==> src/rtl/star_pkg.sv <==
// Shared constants and types for the star scan controller.
//   SCAN_WIDTH/SCAN_HEIGHT : image geometry (columns/rows)
//   SCAN_MAX_STARS         : number of stored star-box slots
//   box_t                  : 12-bit box {left,right,top,bottom}, 3 bits each
//   state_t                : scan FSM state encoding
package star_pkg;

  localparam int SCAN_WIDTH     = 6;
  localparam int SCAN_HEIGHT    = 6;
  localparam int SCAN_MAX_STARS = 4;

  localparam int CW    = 3;   // coordinate width
  localparam int AW    = 6;   // image RAM address width
  localparam int BW    = 12;  // packed box width
  localparam int CNT_W = 3;   // star counter width (0..MAX_STARS)
  localparam int IDX_W = 2;   // slot index width

  typedef struct packed {
    logic [CW-1:0] left;
    logic [CW-1:0] right;
    logic [CW-1:0] top;
    logic [CW-1:0] bottom;
  } box_t;

  typedef enum logic [2:0] {
    ST_IDLE,
    ST_ADDR,
    ST_READ,
    ST_CHECK,
    ST_LAUNCH,
    ST_WAIT,
    ST_STORE,
    ST_DONE
  } state_t;

endpackage

==> src/rtl/star_box_hit.sv <==
// Inclusive containment test of pixel (x,y) against every valid stored box.
//   x, y   : pixel coordinate under test
//   valid  : per-slot valid bits
//   boxes  : stored boxes, one per slot
//   hit    : 1 when (x,y) lies inside at least one valid box
module star_box_hit
  import star_pkg::*;
#(
  parameter int SLOTS = SCAN_MAX_STARS
) (
  input  logic [CW-1:0]    x,
  input  logic [CW-1:0]    y,
  input  logic [SLOTS-1:0] valid,
  input  box_t [SLOTS-1:0] boxes,
  output logic             hit
);

  always_comb begin
    hit = 1'b0;
    for (int i = 0; i < SLOTS; i++) begin
      if (valid[i] &&
          (x >= boxes[i].left) && (x <= boxes[i].right) &&
          (y >= boxes[i].top)  && (y <= boxes[i].bottom)) begin
        hit = 1'b1;
      end
    end
  end

endmodule

==> src/rtl/star_scan_ctrl.sv <==
// Raster-scans an image RAM for pixels above threshold, hands each new star
// seed to a measurement engine and stores the returned bounding boxes.
//   clk, resetn          : clock, synchronous active-low reset
//   start                : one-cycle scan request (ignored while busy)
//   threshold            : pixel qualifies when ram_q > threshold
//   ram_addr / ram_q     : shared image RAM port (one-cycle read latency)
//   eng_addr             : engine's RAM address, routed out during LAUNCH/WAIT
//   meas_start/x/y       : engine launch pulse and held seed coordinate
//   meas_done/meas_box   : engine completion and measured box
//   rd_idx / rd_box      : combinational result-slot read
//   star_count, busy, done, overflow : scan status
//
// state  | meaning
// IDLE   | waiting for start
// ADDR   | scanner drives pixel address
// READ   | RAM read latency cycle, ram_q captured
// CHECK  | threshold and containment test on captured pixel
// LAUNCH | one-cycle meas_start, engine owns RAM
// WAIT   | engine measuring, engine owns RAM
// STORE  | write returned box into next free slot
// DONE   | one-cycle done pulse
module star_scan_ctrl
  import star_pkg::*;
#(
  parameter int WIDTH     = SCAN_WIDTH,
  parameter int HEIGHT    = SCAN_HEIGHT,
  parameter int MAX_STARS = SCAN_MAX_STARS
) (
  input  logic             clk,
  input  logic             resetn,
  input  logic             start,
  input  logic [CW-1:0]    threshold,
  output logic [AW-1:0]    ram_addr,
  input  logic [CW-1:0]    ram_q,
  input  logic [AW-1:0]    eng_addr,
  output logic             meas_start,
  output logic [CW-1:0]    meas_x,
  output logic [CW-1:0]    meas_y,
  input  logic             meas_done,
  input  logic [BW-1:0]    meas_box,
  input  logic [IDX_W-1:0] rd_idx,
  output logic [BW-1:0]    rd_box,
  output logic [CNT_W-1:0] star_count,
  output logic             busy,
  output logic             done,
  output logic             overflow
);

  state_t                 state, state_n;
  logic [CW-1:0]          x, y;
  logic [CW-1:0]          pix;
  logic [MAX_STARS-1:0]   valid;
  box_t [MAX_STARS-1:0]   boxes;
  logic [AW-1:0]          scan_addr;
  logic                   hit, candidate, last_px, full;
  logic                   scan_clear, advance, load_seed, set_ovf, store;
  logic [IDX_W-1:0]       slot;

  star_box_hit #(.SLOTS(MAX_STARS)) u_hit (
    .x     (x),
    .y     (y),
    .valid (valid),
    .boxes (boxes),
    .hit   (hit)
  );

  assign scan_addr = AW'(y) * AW'(WIDTH) + AW'(x);
  assign candidate = (pix > threshold) && !hit;
  assign last_px   = (x == CW'(WIDTH - 1)) && (y == CW'(HEIGHT - 1));
  assign full      = (star_count == CNT_W'(MAX_STARS));
  assign slot      = star_count[IDX_W-1:0];

  // Engine owns the RAM port from launch until its result is taken.
  assign ram_addr   = (state == ST_LAUNCH || state == ST_WAIT) ? eng_addr : scan_addr;
  assign meas_start = (state == ST_LAUNCH);
  assign busy       = (state != ST_IDLE);
  assign done       = (state == ST_DONE);
  assign rd_box     = boxes[rd_idx];

  always_ff @(posedge clk) begin
    if (!resetn) state <= ST_IDLE;
    else         state <= state_n;
  end

  always_comb begin
    state_n    = state;
    scan_clear = 1'b0;
    advance    = 1'b0;
    load_seed  = 1'b0;
    set_ovf    = 1'b0;
    store      = 1'b0;
    unique case (state)
      ST_IDLE: begin
        if (start) begin
          scan_clear = 1'b1;
          state_n    = ST_ADDR;
        end
      end
      ST_ADDR:  state_n = ST_READ;
      ST_READ:  state_n = ST_CHECK;
      ST_CHECK: begin
        if (candidate) begin
          if (full) begin
            set_ovf = 1'b1;
            state_n = ST_DONE;
          end else begin
            load_seed = 1'b1;
            state_n   = ST_LAUNCH;
          end
        end else if (last_px) begin
          state_n = ST_DONE;
        end else begin
          advance = 1'b1;
          state_n = ST_ADDR;
        end
      end
      ST_LAUNCH: state_n = ST_WAIT;
      ST_WAIT: begin
        if (meas_done) state_n = ST_STORE;
      end
      ST_STORE: begin
        store = 1'b1;
        if (last_px) begin
          state_n = ST_DONE;
        end else begin
          advance = 1'b1;
          state_n = ST_ADDR;
        end
      end
      ST_DONE: state_n = ST_IDLE;
      default: state_n = ST_IDLE;
    endcase
  end

  always_ff @(posedge clk) begin
    if (!resetn) begin
      x          <= '0;
      y          <= '0;
      pix        <= '0;
      star_count <= '0;
      valid      <= '0;
      overflow   <= 1'b0;
      meas_x     <= '0;
      meas_y     <= '0;
    end else begin
      if (scan_clear) begin
        x          <= '0;
        y          <= '0;
        star_count <= '0;
        valid      <= '0;
        overflow   <= 1'b0;
      end
      if (state == ST_READ) pix <= ram_q;
      if (load_seed) begin
        meas_x <= x;
        meas_y <= y;
      end
      if (set_ovf) overflow <= 1'b1;
      if (store) begin
        valid[slot] <= 1'b1;
        star_count  <= star_count + 1'b1;
      end
      if (advance) begin
        if (x == CW'(WIDTH - 1)) begin
          x <= '0;
          y <= y + 1'b1;
        end else begin
          x <= x + 1'b1;
        end
      end
    end
  end

  // Box payload needs no reset; the valid bits gate every use of it.
  always_ff @(posedge clk) begin
    if (store) boxes[slot] <= box_t'(meas_box);
  end

endmodule
==> config.mk <==
export PLATFORM = sky130hd
export DESIGN_NAME = star_scan_ctrl
export DESIGN_NICKNAME = d
export VERILOG_FILES = /design/src/rtl/star_pkg.sv /design/src/rtl/star_box_hit.sv /design/src/rtl/star_scan_ctrl.sv
export SDC_FILE = /design/constraint.sdc
export NUM_CORES = 1
export LEC_CHECK = 0
export ABC_AREA = 1
export CAP_MARGIN = 0
export CORE_ASPECT_RATIO = 1.5
export CORE_MARGIN = 4
export CORE_UTILIZATION = 45
export CTS_BUF_LIST = sky130_fd_sc_hd__clkbuf_4
export DETAILED_ROUTE_END_ITERATION = 8
export MAX_ROUTING_LAYER = met4
export PLACE_DENSITY_LB_ADDON = 0.2
export SETUP_SLACK_MARGIN = 0.15
export SLEW_MARGIN = 20
export SYNTH_ARGS = -nofsm -noshare
export SYNTH_HDL_FRONTEND = slang
export SYNTH_SLANG_ARGS = --single-unit
==> constraint.sdc <==
create_clock -name clk -period 2.2 [get_ports clk]
set_clock_uncertainty 0.1 [all_clocks]
set_input_delay 0.22 -clock clk [delete_from_list [all_inputs] [get_ports clk]]
set_output_delay 0.22 -clock clk [all_outputs]
set_load 0.02 [all_outputs]
After elaboration in Yosys (flattened, before gate mapping)
Index checks and enable logic that the tools add are counted.
{ "word_totals": {"regBits": 74, "latch_bits": 0, "output_inout_bits": 31, "wordCells": 132, "inputBits": 30, "ramBits": 0, "memories": 0, "mem_bits_ro": 0} }
{ "op_classes": {"n_mul": 1, "reduce_logical": 27, "div_mod_pow": 0, "n_addsub": 4, "n_eq_ne": 12, "n_mux": 42, "order_cmp": 20, "n_shift": 0, "n_bitwise": 1} }
{ "ops": {"columns": ["cell", "count"], "rows": [
  ["$bwmux 48", 1],
  ["$mux 3", 11],
  ["$bmux 12 s2", 1],
  ["$demux 12 s2", 1],
  ["$ge 3x3->1", 8],
  ["$le 3x3->1", 8],
  ["$mux 12", 2],
  ["$pmux 3 s8", 1],
  ["$eq 3x3->1 const B", 7],
  ["$logic_and 1x1->1", 19],
  ["$mux 1", 18],
  ["$mux 4", 3],
  ["$add 3x1->3 const B", 3],
  ["$add 6x3->6", 1],
  ["$eq 3x2->1 const B", 2],
  ["$lt 2x3->1 const B", 2],
  ["$mux 6", 1],
  ["$reduce_bool 2->1", 3],
  ["$mul 3x2->5 const B", 1],
  ["$ne 2x2->1 const B", 2],
  ["$or 4x4->4", 1],
  ["$eq 3x1->1 const B", 1],
  ["$gt 3x3->1", 1],
  ["$logic_not 3->1", 1],
  ["8 further kinds", 8]
]} }

Longest topological paths before layout
Gate-level depths: netlist of run 1.
{ "logic_depth": {"depth_word": 14, "mapped_depth": 17, "ltp_nobuf": 17} }

Cells and area by module
A second synthesis of run 1 with hierarchy kept.
{ "hier_totals": {"cells_unflattened": 515, "hier_area_um2": 4551.9} }
{ "by_module_without_submodules": {"columns": ["mod", "area_per_inst_um2", "cells_per_inst", "n_inst", "seq_area_each_um2"], "rows": [
  ["star_scan_ctrl", 3354.5, 335, 1, 1961.9],
  ["star_box_hit", 1197.4, 180, 1, 0.0]
]} }

Worst setup path before layout of run 1
OpenSTA, ideal clock, no wires.
{ "synth_path": {"path_type": "register to output", "from": "register y[1]", "to": "output port ram_addr[5]", "stages_incl_launch_ff": 8, "path_slack_ps": -213, "required_time_ps": 1880, "t_arrival_ps": 2093, "path_buffers": 0, "path_cell_list": "dfxtp_1 inv_1 ha_1 inv_1 fa_1 nand3_1 xnor2_1 o21ai_0"} }
{ "synth_between": {"elab_chain_len": 3} }
{ "synth_rtl": {"columns": ["item", "line", "text"], "rows": [
  ["from (decl)", "star_scan_ctrl.sv:50", "logic [CW-1:0] x, y;"],
  ["from (signal assigned)", "star_scan_ctrl.sv:166", "y <= y + 1'b1;"],
  ["$mul 3x2->5", "star_scan_ctrl.sv:67", "assign scan_addr = AW'(y) * AW'(WIDTH) + AW'(x);"],
  ["$add 6x3->6", "star_scan_ctrl.sv:67", null],
  ["$mux 6", "star_scan_ctrl.sv:74", "assign ram_addr = (state == ST_LAUNCH || state == ST_WAIT) ? eng_addr : scan_addr;"],
  ["to (decl)", "star_scan_ctrl.sv:33", "output logic [AW-1:0] ram_addr,"]
]} }
Every way passes these cells.

Worst setup path in the final report of run 1
{ "layout_path": {"from": "register y[0]", "to": "output port ram_addr[5]"} }
Same word-level chain as after synthesis.

==> impl_metrics.env, run 1 <==
export IMPL_numCtsBuffers=9
export IMPL_htree_levels=3
export IMPL_final_cells=743
export IMPL_layout_drive_gt1_share_pct=24.0
export IMPL_clock_sinks=74
export IMPL_synth_cell_type_count=33
export IMPL_slew_viol_final=0
export IMPL_p_leak_nw=2.66
export IMPL_period_share_pct=112
export IMPL_syn_nets=604
export IMPL_placed_cell_area_um2=5610
export IMPL_clockRootBuffer="clkbuf_4"
export IMPL_fin_crit_ps=2450
export IMPL_cp_start_kind="register"
export IMPL_rr_startpoint="y[0]"
export IMPL_netlist_area_um2=4550
export IMPL_r2r_cells=15
export IMPL_path_cells="buf_6, ha_4, inv_2, fa_2, nand3_2, xnor2_2, o21ai_2, buf_6"
export IMPL_drtAntennaViolNets=0
export IMPL_drcViolationCount=0
export IMPL_path_clk_slew_ps=120
export IMPL_maxSlewHeadroom_pct=63.0
export IMPL_grt_overflow_total=0
export IMPL_final_cell_mix="nand2_1 (73), inv_1 (66), a21oi_1 (55), ha_1 (53), edfxtp_1 (48)"
export IMPL_start_util_pct=46.4
export IMPL_wire_per_inst_um=16.0
export IMPL_multi_input_area_um2=2590
export IMPL_grt_max_degree=24
export IMPL_slowest_stage="fa_2"
export IMPL_area_delta_synth_final_pct=36.3
export IMPL_diodes=0
export IMPL_postLayoutCoreUtil_pct=63.2
export IMPL_slowest_delay_ps=400
export IMPL_finalSetupViolCount=18
export IMPL_rsz0062_at_grt="true"
export IMPL_nets=716
export IMPL_cp_arrival_ps=2130
export IMPL_path_max_fanout=3
export IMPL_wl_um=11900
export IMPL_finalWorstSetupSlack_ps=-254
export IMPL_cap_viol_max_count=0
export IMPL_path_class="reg -> out"
export IMPL_r2r_end="y[2]"
export IMPL_hold_path_class="in -> reg"
export IMPL_max_clock_path_buffers=2
export IMPL_num_rows=44
export IMPL_syn_inst=511
export IMPL_grt_pass1_wl_um=18500
export IMPL_mostFrequentLayoutCell="nand2_1"
export IMPL_hpwl_um=8290
export IMPL_dp_cells=713
export IMPL_worstMarginPinSlew_ps=553
export IMPL_synth_seq_area_share_pct=43.1
export IMPL_p_per_area_nw_per_um2=403
export IMPL_end_kind="output port"
export IMPL_ff_latch_area_um2=1970
export IMPL_postSynthAreaPerCell_um2=8.90
export IMPL_finalPower_mw=2.50
export IMPL_vias=3993
export IMPL_synthTopCellsByArea="edfxtp_1 (32%), ha_1 (17%), dfxtp_1 (11%)"
export IMPL_crit_top_cell="buf_6"
export IMPL_hold_buffers=0
export IMPL_die_w_um=90.1
export IMPL_grt_usage_pct=20.1
export IMPL_io_buffers=60
export IMPL_yosys_area_top_type="edfxtp_1"
export IMPL_ir_worst_vdd_mv=0.323
export IMPL_violations="setup timing"
export IMPL_stdcell_area_um2=6200
export IMPL_cp_required_ps=1880
export IMPL_io_pins=61
export IMPL_whs_endpoint="boxes[10]"
export IMPL_clk_latency_ps=440
export IMPL_synth_seq_cells=74
export IMPL_first_pass_iters=6
export IMPL_status="complete, but fails checks"
export IMPL_hold_viol=0
export IMPL_yosys_warnings=0
export IMPL_core_area_um2=9800
export IMPL_fill_cells=837
export IMPL_grt_antenna_before_repair=0
export IMPL_cts_tree="built"
export IMPL_die_h_um=131
export IMPL_holdPathStages=1
export IMPL_yosysTopAreaCellShare_pct=31.7
export IMPL_grt_pass1_vias=4034
export IMPL_die_area_um2=11800
export IMPL_gp_congestion=0.858
export IMPL_vias_per_cell=5.37
export IMPL_worstHoldStart="meas_box[10]"
export IMPL_fmax_ghz=0.407
export IMPL_drt_initial_drc_count=193
export IMPL_regToRegSetupSlack_ps=-160
-- cells in the mapped netlist --
| cell | instances |
|---|---|
| a21oi_1 | 65 |
| nand2_1 | 86 |
| o22ai_1 | 5 |
| fa_1 | 2 |
| o21bai_1 | 1 |
| o21a_1 | 2 |
| buf_6 | 1 |
| nor3_4 | 2 |
| a21boi_1 | 1 |
| inv_1 | 73 |
| nor2_2 | 4 |
| nor3_1 | 3 |
| nand3b_1 | 11 |
| ha_1 | 61 |
| xnor2_1 | 3 |
| a211oi_1 | 2 |
| o21ai_0 | 31 |
| nor2_1 | 26 |
| nand4_1 | 5 |
| a31oi_1 | 1 |
| inv_2 | 1 |
| dfxtp_1 | 26 |
| nand3_1 | 31 |
| buf_2 | 1 |
| o211ai_1 | 2 |
| nand3_4 | 1 |
| edfxtp_1 | 48 |
| nand4_4 | 1 |
| nand2_4 | 1 |
| clkbuf_1 | 10 |
| nand2_2 | 1 |
| xor2_1 | 2 |
| nor2_4 | 1 |
-- worst max-delay path by stage --
stage / from / end / slack, ps / depth (start not counted)
2_1_floorplan: x[2] / x[0] / 160 / 13
3_3_place_gp: y[0] / ram_addr[5] / -170 / 6
3_5_place_dp: y[0] / ram_addr[5] / -270 / 7
4_1_cts: y[0] / ram_addr[4] / -210 / 7
5_1_grt: y[0] / ram_addr[5] / -310 / 8
6_report: y[0] / ram_addr[5] / -250 / 8
-- cell type report --
type / count / area share, %
multi-input cells: 352 / 41.8
repair buffers: 112 / 17.7
flip-flops and latches: 74 / 31.8
clock inverters: 4 / 0.323
inverters: 74 / 4.64
well taps: 115 / 2.32
clock buffers: 12 / 1.45
-- critical path, delay by kind of cell, from the launching register on --
family	cells	cell delay (ps)
DFF	1	390
AOI/OAI and AO/OA	1	150
xor gates and xnor gates	1	80
adders and majority gates	2	650
and+or+nand+nor	1	110
buffers and inverters	3	300
-- logic make-up (layout without fill, tap and decap cells) --
kind of cell	after synthesis	after routing	share of synthesized area, %
fa+ha+maj	63	63	17.7
simple gates	173	174	18.2
flops	74	74	43.1
xor+xnor	5	5	0.963
compound gates	110	110	12.7
buf+inv	86	202	7.29
-- repair_timing --
action | in CTS | in global routing
gates cloned | 1 | 0
gates resized for setup | 73 | 68
pin swaps | 17 | 26
setup endpoints to repair | 37 | 29
setup buffers | 4 | 9
-- flip-flops by register name, indices dropped and copies added, names as in the netlist --
signal,flops
star_count,3
y,3
x,3
meas_y,3
state,3
boxes,48
meas_x,3
pix,3
valid,4
overflow,1
-- layer usage --
layer / up-vias / GRT usage, % / share of wire (%)
li1: 1974 / - / -
met4: 0 / 10.4 / 4.5
met2: 97 / 36.5 / 53
met5: - / - / 0
met3: 34 / 3.49 / 4.0
met1: 1888 / 20.4 / 38
-- metrics by stage --
stage | hold slack [ps] | setup WS, ps | TNS (ps)
2_1_floorplan | 219 | 155 | 0
3_3_place_gp | 345 | -169 | -1420
3_5_place_dp | 353 | -275 | -2550
4_1_cts | 294 | -209 | -2760
5_1_grt | 293 | -314 | -4330
6_report | 303 | -254 | -2220
-- where the power goes --
part	leakage (nW)	switching (mW)	internal [mW]
clock	0.0717	0.482	0.266
combinational	1.94	0.144	0.125
sequential	0.644	0.00428	1.48
No activity file was read; power rests on OpenSTA's default activity.
==> run 2, diff against run 1 <==
--- a/config.mk
+++ b/config.mk
@@ -12,10 +12,12 @@
 export CORE_UTILIZATION = 45
 export CTS_BUF_LIST = sky130_fd_sc_hd__clkbuf_4
 export DETAILED_ROUTE_END_ITERATION = 8
+export HOLD_SLACK_MARGIN = 0.12
 export MAX_ROUTING_LAYER = met4
 export PLACE_DENSITY_LB_ADDON = 0.2
 export SETUP_SLACK_MARGIN = 0.15
 export SLEW_MARGIN = 20
 export SYNTH_ARGS = -nofsm -noshare
 export SYNTH_HDL_FRONTEND = slang
+export SYNTH_HIERARCHICAL = 1
 export SYNTH_SLANG_ARGS = --single-unit
==> run 2 against run 1 <==
The flow still finishes with violations (setup timing); highest routed layer unchanged; die area barely moved; critical path depth fell by 1; sequential power about the same; critical endpoint unchanged; critical path type unchanged.
==> impl_metrics.env, run 2 <==
export IMPL_status="complete, but fails checks"
export IMPL_violations="setup timing"
export IMPL_top_regs="boxes (48), valid (4)"
export IMPL_start_util_pct=46.5
export IMPL_drtAntennaViolNets=0
export IMPL_die_area_um2=11800
export IMPL_path_class="reg -> out"
export IMPL_cap_viol_max_count=0
export IMPL_cp_required_ps=1880
export IMPL_period_share_pct=108
export IMPL_final_cell_mix="nand2_1 (70), inv_1 (66), edfxtp_1 (48), nor2_1 (45), ha_1 (44)"
export IMPL_drcViolationCount=0
export IMPL_clk_latency_ps=430
export IMPL_async_reset_ff_share_pct=0
export IMPL_vias=3959
export IMPL_max_clock_path_buffers=2
export IMPL_top_register="boxes"
export IMPL_clockRootBuffer="clkbuf_4"
export IMPL_grt_pass1_vias=3963
export IMPL_die_h_um=131
export IMPL_path_max_fanout=4
export IMPL_htree_levels=3
export IMPL_vias_per_cell=5.34
export IMPL_worstMarginPinSlew_ps=505
export IMPL_hold_path_class="in -> reg"
export IMPL_first_pass_iters=7
export IMPL_p_leak_nw=2.63
export IMPL_yosys_warnings=6
export IMPL_drt_initial_drc_count=186
export IMPL_hold_viol=0
export IMPL_netlist_area_um2=4550
export IMPL_holdPathStages=1
export IMPL_synth_edf_count=48
export IMPL_worstHoldStart="meas_box[8]"
export IMPL_synthTopCellsByArea="edfxtp_1 (32%), ha_1 (17%), dfxtp_1 (11%)"
export IMPL_grt_use_met3_pct=4.52
export IMPL_io_pins=61
export IMPL_r2r_end="y[2]"
export IMPL_r2r_cells=19
export IMPL_regToRegSetupSlack_ps=-130
export IMPL_rr_startpoint="y[0]"
export IMPL_grt_busiest_layer="met2"
export IMPL_clock_sinks=74
export IMPL_postSynthAreaPerCell_um2=8.84
export IMPL_yosysMostFrequentCell="nand2_1"
export IMPL_wire_per_inst_um=15.5
export IMPL_wl_um=11500
export IMPL_path_clk_slew_ps=120
export IMPL_p_per_area_nw_per_um2=397
export IMPL_numCtsBuffers=9
export IMPL_grt_antenna_before_repair=1
export IMPL_rsz0062_at_grt="true"
export IMPL_synth_cell_type_count=33
export IMPL_synth_seq_cells=74
export IMPL_fmax_ghz=0.420
export IMPL_cp_arrival_ps=2060
export IMPL_fin_crit_ps=2380
export IMPL_yosysTopAreaCellShare_pct=31.7
export IMPL_hold_ws_ps=315
export IMPL_num_rows=44
export IMPL_yosys_area_top_type="edfxtp_1"
export IMPL_synth_flop_cell="edfxtp_1"
export IMPL_grt_max_degree=19
export IMPL_grt_pass1_wl_um=18900
export IMPL_layout_drive_gt1_share_pct=23.0
export IMPL_syn_inst=515
export IMPL_grt_overflow_total=0
export IMPL_cp_start_kind="register"
export IMPL_mostFrequentLayoutCell="nand2_1"
export IMPL_nets=713
export IMPL_hpwl_um=8380
export IMPL_core_area_um2=9800
export IMPL_maxSlewHeadroom_pct=66.3
export IMPL_gp_congestion=0.885
export IMPL_finalSetupViolCount=18
export IMPL_finalWorstSetupSlack_ps=-183
export IMPL_met1_usage_pct=21.3
export IMPL_whs_endpoint="boxes[44]"
export IMPL_ir_worst_vdd_mv=0.324
export IMPL_die_w_um=90.1
export IMPL_synth_seq_area_share_pct=43.1
export IMPL_pre_cts_slack_ps=-296
export IMPL_largest_reg_flops=48
export IMPL_syn_nets=608
export IMPL_grt_util_met2_pct=37.5
export IMPL_grt_usage_pct=20.7
export IMPL_ys_top_cells_by_count="nand2_1 (78), inv_1 (73), ha_1 (61), edfxtp_1 (48), nor2_1 (48)"
export IMPL_area_delta_synth_final_pct=34.9
export IMPL_io_buffers=60
export IMPL_end_kind="output port"
export IMPL_cts_tree="built"
export IMPL_slew_viol_final=0
## run 2: kinds of logic after synthesis
kind of cell	count (synthesis)	share of synthesized area, %
flip-flops	74	43.1
adder cells (fa/ha/maj)	63	17.6
XOR/XNOR	5	0.962
AND/OR/NAND/NOR	183	18.9
buffers and inverters	90	7.56
AO/OA/AOI/OAI	100	11.8
## run 2: power breakdown
part           switching (mW)  internal, mW
sequential            0.00443          1.47
combinational           0.137         0.117
clock                   0.459         0.244
total                   0.600          1.83
## run 2: timing repair
action | CTS | global route
pin swaps | 28 | 15
setup buffers | 8 | 2
resized for setup | 113 | 21
setup endpoints to repair | 37 | 24
hold buffers | 0 | 0
## run 2: per-stage QoR
stage / instances / util, % / area (um2) / setup TNS (ps) / total power, mW
floorplan: 515 / - / 4590 / 0 / 1.63
global route: 741 / 62.7 / 6140 / -5070 / 2.55
CTS: 738 / 61.9 / 6070 / -1890 / 2.46
detailed placement: 714 / 56.8 / 5570 / -1950 / 1.76
finish: 741 / 62.7 / 6140 / -1950 / 2.44
global placement: 714 / 56.8 / 5570 / -1500 / 1.76
## run 2: layer usage
metal,part of all wire [%],up-vias
li1,-,1972
met1,39,1851
met2,54,111
met3,4.3,25
met4,2.7,0
met5,0,-
## run 2: area by class of cell
class                           count  area [um2]
Fill cell                         824        3660
Multi-Input combinational cell    351        2600
Sequential cell                    74        1980
Timing Repair Buffer              105         993
Inverter                           79         312
Tap cell                          115         144
Clock buffer                       11        82.6
Clock inverter                      5        21.3
Antenna cell                        1        2.50
## run 2: worst max path at each step
stage	start	end	slack, ps	depth (start not counted)
global route	y[1]	ram_addr[5]	-310	7
finish	y[1]	ram_addr[5]	-180	7
CTS	y[1]	ram_addr[5]	-210	7
detailed placement	y[1]	ram_addr[5]	-300	8
floorplan	y[2]	ram_addr[5]	160	7
global placement	y[1]	ram_addr[5]	-240	8
## run 2: worst max-delay path, stage by stage, from the launching register on
cell	delay, ps
dfxtp_4	390
ha_4	170
inv_4	50
fa_2	440
nand3b_1	190
xnor2_1	140
o21ai_2	120
buf_6	130
==> run 3, diff against run 2 <==
--- a/config.mk
+++ b/config.mk
@@ -14,9 +14,8 @@
 export DETAILED_ROUTE_END_ITERATION = 8
 export HOLD_SLACK_MARGIN = 0.12
 export MAX_ROUTING_LAYER = met4
-export PLACE_DENSITY_LB_ADDON = 0.2
+export PLACE_DENSITY = 0.72
 export SETUP_SLACK_MARGIN = 0.15
-export SLEW_MARGIN = 20
 export SYNTH_ARGS = -nofsm -noshare
 export SYNTH_HDL_FRONTEND = slang
 export SYNTH_HIERARCHICAL = 1
==> run 3 against run 2 <==
The flow still finishes with violations (setup timing); combinational power is 2% higher; flip-flop and latch count unchanged; sequential power about the same; largest cell class unchanged; largest power group unchanged; highest routed layer unchanged.
==> impl_metrics.env, run 3 (synthesis gave the netlist of run 2 again) <==
export IMPL_num_rows=44
export IMPL_die_area_um2=11800
export IMPL_cp_required_ps=1880
export IMPL_ff_latch_area_um2=1990
export IMPL_violations="setup timing"
export IMPL_net_switching_power_uw=623
export IMPL_layout_drive_gt1_share_pct=25.2
export IMPL_clockRootBuffer="clkbuf_4"
export IMPL_top_register="boxes"
export IMPL_path_max_fanout=3
export IMPL_finalWorstSetupSlack_ps=-214
export IMPL_die_w_um=90.1
export IMPL_area_delta_synth_final_pct=34.8
export IMPL_hold_path_class="in -> reg"
export IMPL_postLayoutCoreUtil_pct=62.6
export IMPL_maxSlewHeadroom_pct=67.1
export IMPL_hold_buffers=0
export IMPL_pwr_share_clk_pct=28.6
export IMPL_placed_cell_area_um2=5550
export IMPL_io_buffers=60
export IMPL_mostFrequentLayoutCell="inv_1"
export IMPL_hold_viol=0
export IMPL_drtAntennaViolNets=0
export IMPL_grt_antenna_before_repair=0
export IMPL_vias_per_cell=5.30
export IMPL_grt_usage_pct=19.6
export IMPL_grt_max_degree=16
export IMPL_drt_initial_drc_count=164
export IMPL_status="complete, but fails checks"
export IMPL_path_class="reg -> out"
export IMPL_clk_latency_ps=440
export IMPL_drt_met1_wl_um=4440
export IMPL_cp_arrival_ps=2090
export IMPL_cap_viol_max_count=0
export IMPL_swShare_pct=25.6
export IMPL_final_cell_mix="inv_1 (66), nand2_1 (64), edfxtp_1 (48), ha_1 (45), nor2_1 (40)"
export IMPL_gp_congestion=0.876
export IMPL_diodes=0
export IMPL_vias=3903
export IMPL_fmax_ghz=0.414
export IMPL_top_regs="boxes (48), valid (4)"
export IMPL_fin_crit_ps=2410
export IMPL_multi_input_area_um2=2640
export IMPL_grt_pass1_vias=4037
export IMPL_drcViolationCount=0
export IMPL_wire_per_inst_um=15.3
export IMPL_worstMarginPinSlew_ps=492
export IMPL_nets=710
export IMPL_ir_worst_vdd_mv=0.305
export IMPL_p_leak_nw=2.63
export IMPL_rsz0062_at_grt="true"
export IMPL_finalSetupViolCount=18
export IMPL_start_util_pct=46.5
export IMPL_first_pass_iters=4
export IMPL_grt_overflow_total=0
export IMPL_fill_cells=790
export IMPL_pre_cts_slack_ps=-270
export IMPL_clock_sinks=74
export IMPL_grt_pass1_wl_um=18300
export IMPL_p_int_mw=1.81
export IMPL_stdcell_area_um2=6140
export IMPL_hpwl_um=8230
export IMPL_numCtsBuffers=9
export IMPL_die_h_um=131
export IMPL_p_seq_share_pct=60.7
export IMPL_dr_wl_met2_um=6140
export IMPL_p_per_area_nw_per_um2=397
export IMPL_wl_um=11300
export IMPL_htree_levels=3
export IMPL_path_clk_slew_ps=120
export IMPL_io_pins=61
export IMPL_max_clock_path_buffers=2
export IMPL_cts_tree="built"
export IMPL_largest_reg_flops=48
export IMPL_core_area_um2=9800
export IMPL_slew_viol_final=0
export IMPL_combPwrFrac_pct=10.7
export IMPL_period_share_pct=110
export IMPL_end_kind="output port"
export IMPL_topRoutingLayerUsed="met4"
export IMPL_cp_start_kind="register"
export IMPL_wl_met3_um=376
run 3: path summary, 6_finish.rpt:
path	startpoint	end	slack, ps	cells past startpoint
max	y[1]	ram_addr[5]	-210	7
min	ram_q[0]	pix[0]	310	3
max reg2reg	y[1]	meas_y[1]	-170	19
min reg2reg	pix[1]	pix[1]	360	2
run 3: through the flow:
stage	hold slack (ps)	TNS, ps	cells	total power [mW]
finish	305	-2450	737	2.44
global route	299	-4520	737	2.53
CTS	273	-1910	734	2.46
detailed placement	346	-2390	712	1.76
global placement	341	-1570	712	1.76
floorplan	219	0	515	1.63
run 3: worst max-delay path, stage by stage (launching register included):
cell	delay [ps]
dfxtp_4	390
ha_4	170
inv_4	50
fa_2	420
nand3b_1	210
xnor2_2	160
o21ai_2	130
buf_6	130
run 3: area by class of cell:
type	instances	share of cell area, %
sequential	74	32.4
clock inverter	7	0.551
multi-input combinational	351	43.0
clock buffer	9	1.10
inverter	79	5.08
timing repair buffer	102	15.6
tap	115	2.35
run 3: repair_timing:
item,in CTS,in global routing
pin swaps,24,24
setup buffers,6,3
gates resized for setup,107,42
setup endpoints to repair,37,23
run 3: power groups by stage:
stage / logic (mW) / registers [mW] / clock network (mW)
after global placement: 0.245 / 1.51 / 0
after CTS: 0.255 / 1.48 / 0.724
after global routing: 0.282 / 1.48 / 0.767
after detailed placement: 0.250 / 1.51 / 0
final: 0.260 / 1.48 / 0.698
after floorplan: 0.113 / 1.51 / 0
run 3: per-layer routing:
metal | up-vias | track usage, %
met2 | 85 | 36.3
li1 | 1962 | -
met5 | - | -
met3 | 28 | 3.55
met1 | 1828 | 19.7
met4 | 0 | 8.69
